===== config.mk =====
export PLATFORM = sky130hd
export DESIGN_NAME = ita_output_controller
export DESIGN_NICKNAME = d
export VERILOG_FILES = /design/src/rtl/ita_output_controller.sv
export SDC_FILE = /design/constraint.sdc
export NUM_CORES = 1
export LEC_CHECK = 0
export CELL_PAD_IN_SITES_DETAIL_PLACEMENT = 1
export CELL_PAD_IN_SITES_GLOBAL_PLACEMENT = 2
export CORE_MARGIN = 4
export CORE_UTILIZATION = 31
export DETAILED_ROUTE_END_ITERATION = 8
export GPL_ROUTABILITY_DRIVEN = 0
export GPL_TIMING_DRIVEN = 1
export PLACE_DENSITY_LB_ADDON = 0.1
export SLEW_MARGIN = 20
export SYNTH_ARGS = -nofsm -noshare
export SYNTH_HDL_FRONTEND = slang
export SYNTH_SLANG_ARGS = --single-unit

===== constraint.sdc =====
create_clock -name clk_i -period 3.2 [get_ports clk_i]
set_input_delay 0.96 -clock clk_i [delete_from_list [all_inputs] [get_ports clk_i]]
set_output_delay 0.96 -clock clk_i [all_outputs]
set_load 0.005 [all_outputs]

===== src/rtl/ita_output_controller.sv =====
// Output controller: unpacks N-lane FIFO words into M-lane beats, MSB lane first,
// and tracks word/tile boundaries for last-beat and tile-done signalling.
module ita_output_controller #(
    parameter int N          = 16,
    parameter int WI         = 8,
    parameter int M          = 4,
    parameter int TILE_WORDS = 64
) (
    input  logic            clk_i,
    input  logic            rst_ni,
    input  logic            clear_i,
    input  logic            fifo_empty_i,
    input  logic [N*WI-1:0] fifo_data_i,
    output logic            pop_from_fifo_o,
    output logic            oup_valid_o,
    input  logic            oup_ready_i,
    output logic [M*WI-1:0] oup_data_o,
    output logic            oup_last_o,
    output logic            tile_done_o,
    output logic            busy_o
);

    localparam int BEATS  = N / M;
    localparam int BEAT_W = (BEATS > 1) ? $clog2(BEATS) : 1;
    localparam int CNT_W  = (TILE_WORDS > 1) ? $clog2(TILE_WORDS) : 1;
    localparam logic [BEAT_W-1:0] BEAT_LAST = BEAT_W'(BEATS - 1);
    localparam logic [CNT_W-1:0]  WORD_LAST = CNT_W'(TILE_WORDS - 1);

    generate
        if (((N % M) != 0) || (TILE_WORDS < 1)) begin : g_param_check
            $error("ita_output_controller: N must be a multiple of M and TILE_WORDS >= 1");
        end
    endgenerate

    logic [N*WI-1:0]   word_q, word_d;
    logic              word_valid_q, word_valid_d;
    logic [BEAT_W-1:0] beat_q, beat_d;
    logic [CNT_W-1:0]  word_cnt_q, word_cnt_d;
    logic              tile_done_q, tile_done_d;

    logic              handshake_s;
    logic              last_beat_s;
    logic              pop_s;
    logic [M*WI-1:0]   beat_data_s;

    assign handshake_s = word_valid_q & oup_ready_i;
    assign last_beat_s = handshake_s & (beat_q == BEAT_LAST);
    // rst_ni gate keeps the pop low while reset holds word_valid_q at zero
    assign pop_s       = rst_ni & ~clear_i & ~fifo_empty_i & (~word_valid_q | last_beat_s);

    // Beat selection as an AND-OR mux over register contents only
    always_comb begin
        beat_data_s = '0;
        for (int k = 0; k < BEATS; k++) begin
            beat_data_s = beat_data_s
                        | (word_q[(N - k*M)*WI-1 -: M*WI] & {(M*WI){beat_q == BEAT_W'(k)}});
        end
    end

    // Next-state: clear dominates, then pop, then end-of-word, then mid-word advance
    always_comb begin
        word_d       = word_q;
        word_valid_d = word_valid_q;
        beat_d       = beat_q;
        word_cnt_d   = word_cnt_q;
        tile_done_d  = 1'b0;
        if (clear_i) begin
            word_valid_d = 1'b0;
            beat_d       = '0;
            word_cnt_d   = '0;
            tile_done_d  = 1'b0;
        end else begin
            tile_done_d = handshake_s & oup_last_o;
            if (pop_s) begin
                word_d       = fifo_data_i;
                word_valid_d = 1'b1;
                beat_d       = '0;
            end else if (last_beat_s) begin
                word_valid_d = 1'b0;
                beat_d       = '0;
            end else if (handshake_s) begin
                beat_d = beat_q + BEAT_W'(1);
            end else begin
                beat_d = beat_q;
            end
            if (last_beat_s) begin
                word_cnt_d = (word_cnt_q == WORD_LAST) ? '0 : word_cnt_q + CNT_W'(1);
            end else begin
                word_cnt_d = word_cnt_q;
            end
        end
    end

    // State registers
    always_ff @(posedge clk_i or negedge rst_ni) begin
        if (!rst_ni) begin
            word_q       <= '0;
            word_valid_q <= 1'b0;
            beat_q       <= '0;
            word_cnt_q   <= '0;
            tile_done_q  <= 1'b0;
        end else begin
            word_q       <= word_d;
            word_valid_q <= word_valid_d;
            beat_q       <= beat_d;
            word_cnt_q   <= word_cnt_d;
            tile_done_q  <= tile_done_d;
        end
    end

    assign pop_from_fifo_o = pop_s;
    assign oup_valid_o     = word_valid_q;
    assign oup_data_o      = beat_data_s;
    assign oup_last_o      = word_valid_q & (beat_q == BEAT_LAST) & (word_cnt_q == WORD_LAST);
    assign tile_done_o     = tile_done_q;
    assign busy_o          = word_valid_q;

endmodule


==> out/metrics.yaml <==
ios: 170
start_kind: "flip-flop"
outcome: "finished clean"
die_w_um: 146.8
initial_core_util_pct: 31.71
nets: 753
power_density_nw_per_um2: 616.8
tightest_slew_ns: 0.9280
track_usage_pct: 15.96
drive_gt1_share_pct: 17.52
final_max_slew_viol_count: 0
seq_area_frac_synth_pct: 57.83
cts.sinks: 138
worst_hold_slack_ns: 0.4881
ir_worst_vdd_mv: 0.3109
leakage_uw: 0.003569
drt_iter0_markers: 79
dr.pass1.iters: 4
synth_area_um2: 5972
total_power_uw: 5384
dp.cells: 854
dieHeight_um: 146.8
maxUsedRoutingLayer: "met4"
grt_pass1_wl_um: 26590
portBuffers: 169
cts_buffer_depth: 2
syn_area_per_cell_um2: 13.54
insertion_delay_ns: 0.43
core_area_um2: 18830
met3WireLength_um: 1103
critPathRequiredTime_ns: 2.24
synth_cells: 441
setup_viol: 0
via_per_inst: 4.796
cp-end-kind: "output pin"
dp_hpwl_um: 11480
path_clk_slew_ns: 0.06
worst_slack_ns: 0.1204
synth_cell_types: 28
startpoint: "beat_q[1]"
r2r-start: "beat_q[0]"
grt_pass1_vias: 4761
finalWirelength_um: 17270
rows: 50
hold_viol_final: 0
synthFlopType: "dfrtp_1"
drtAntennaViolNets: 0
synth_nets: 579
hold_buffers: 0
post-place-ws_ns: -0.3279
drt-met1-wl_um: 7529
crit_slowest_cell: "clkdlybuf4s50_1"
die_area_um2: 21550
setup.worst_path.class: "reg -> out"
yosysWarnings: 0
synth_edf_count: 0
crit_family: "buffers and inverters"
slew_headroom_pct: 38.13
ys_seq_elements: 138
wl_met2_um: 8289
async_reset_ff_share_pct: 100.0
maxCapViolations: 0
worstHoldStart: "word_q[73]"
arrival_ns: 2.12
antenna_found_initial: 0
final_common_cell: "clkdlybuf4s50_1"
crit_chain: "inv_1 > ha_4 > buf_4 > a22oi_1 > nand2_1 > clkdlybuf4s50_1"
grt_setup_unrepaired: "false"
antenna_cells: 0
post_cts_buffers: 0
drc: 0
clock_skew_ns: 0.01448
area_growth_pct: 46.18
finalCriticalPeriod_ns: 3.080
grt_max_degree: 106
cts_tree: "yes"
overflow: 0
worst_path_largest_cell_delay_ns: 0.51
timing.final.crit_share_pct: 96.24
numCtsBuffers: 17
htree_levels: 4
wire_per_inst_um: 19.44
worst-path-buf-inv: 3
critPathMaxFanout: 8
instances_no_fill: 888
fmax_mhz: 324.7
mostFrequentLayoutCells: "167 x clkdlybuf4s50_1, 136 x dfrtp_1, 76 x mux2_1"
hold_path.class: "reg -> reg"
cts_root_buf: "clkbuf_16"
vias: 4259
fillers: 1909
==> area by class of cell <==
type,count,area (µm²),share of cell area [%]
multi-input cells,268,2386,27.33
flip-flops and latches,138,3456,39.59
well taps,260,325.3,3.727
clock buffers,18,429.2,4.916
inverters,5,18.77,0.2150
clock inverters,14,196.4,2.250
repair buffers,185,1918,21.97
==> final timing paths <==
path	end	slack, ns	cells past startpoint
setup / recovery	oup_data_o[23]	0.12	6
hold / removal	word_q[73]	0.49	1
min in group asynchronous	word_q[64]	0.76	2
setup reg to reg	word_q[98]	0.44	6
hold reg to reg	word_q[73]	0.49	1
max in group asynchronous	beat_q[1]	1.78	2
==> synthesized netlist by cell type (3+ instances only) <==
cell type  instances  area [µm²]
dfrtp_1          138        3453
mux2_1            76       855.8
a22oi_1           64       480.5
mux2_2            52       585.6
nand2_1           41       153.9
clkbuf_1          13       48.80
buf_4              9       67.56
buf_2              6       30.03
a21oi_1            5       25.02
ha_1               5       62.56
inv_1              5       18.77
nand3_1            3       15.01
nor3_1             3       15.01
o211ai_1           3       22.52
==> cells by family after synthesis <==
kind of cell | after synthesis | share of synthesized area [%]
xor+xnor | 1 | 0.1467
mux | 130 | 24.47
fa+ha+maj | 5 | 1.048
compound gates | 77 | 9.763
buf+inv | 35 | 2.891
simple gates | 55 | 3.855
flops | 138 | 57.83
==> layer usage <==
metal	vias up	track usage, %
met2	123	25.81
li1	1966	-
met5	-	0
met1	2150	19.59
met4	0	5.221
met3	20	6.292
==> where the power goes <==
group          switching [µW]  internal [µW]  total, µW  leakage, µW
combinational             339            649        989      0.00162
clock                     776           1310       2080     0.000297
sequential                192           2120       2310      0.00165
total                    1310           4080       5380      0.00357
==> state kept, by name (all words and copies together), names as in the netlist <==
name,cells
busy_o,1
word_cnt_q,6
beat_q,2
word_q,128
tile_done_o,1
==> per-stage QoR <==
step                      setup TNS (ns)  area (µm²)  util [%]
after floorplan                        0        5972         -
after global placement            -18.93        8019     42.58
after detailed placement          -26.39        8019     42.58
after CTS                              0        8648     45.93
after global routing                   0        8730     46.36
final                                  0        8730     46.36
==> repair_timing <==
| action | CTS | global route |
|---|---|---|
| cloned | 0 | 2 |
| gates resized for setup | 4 | 9 |
| endpoints found under the setup margin | 23 | 22 |
Power figures use the tool's default switching activity.
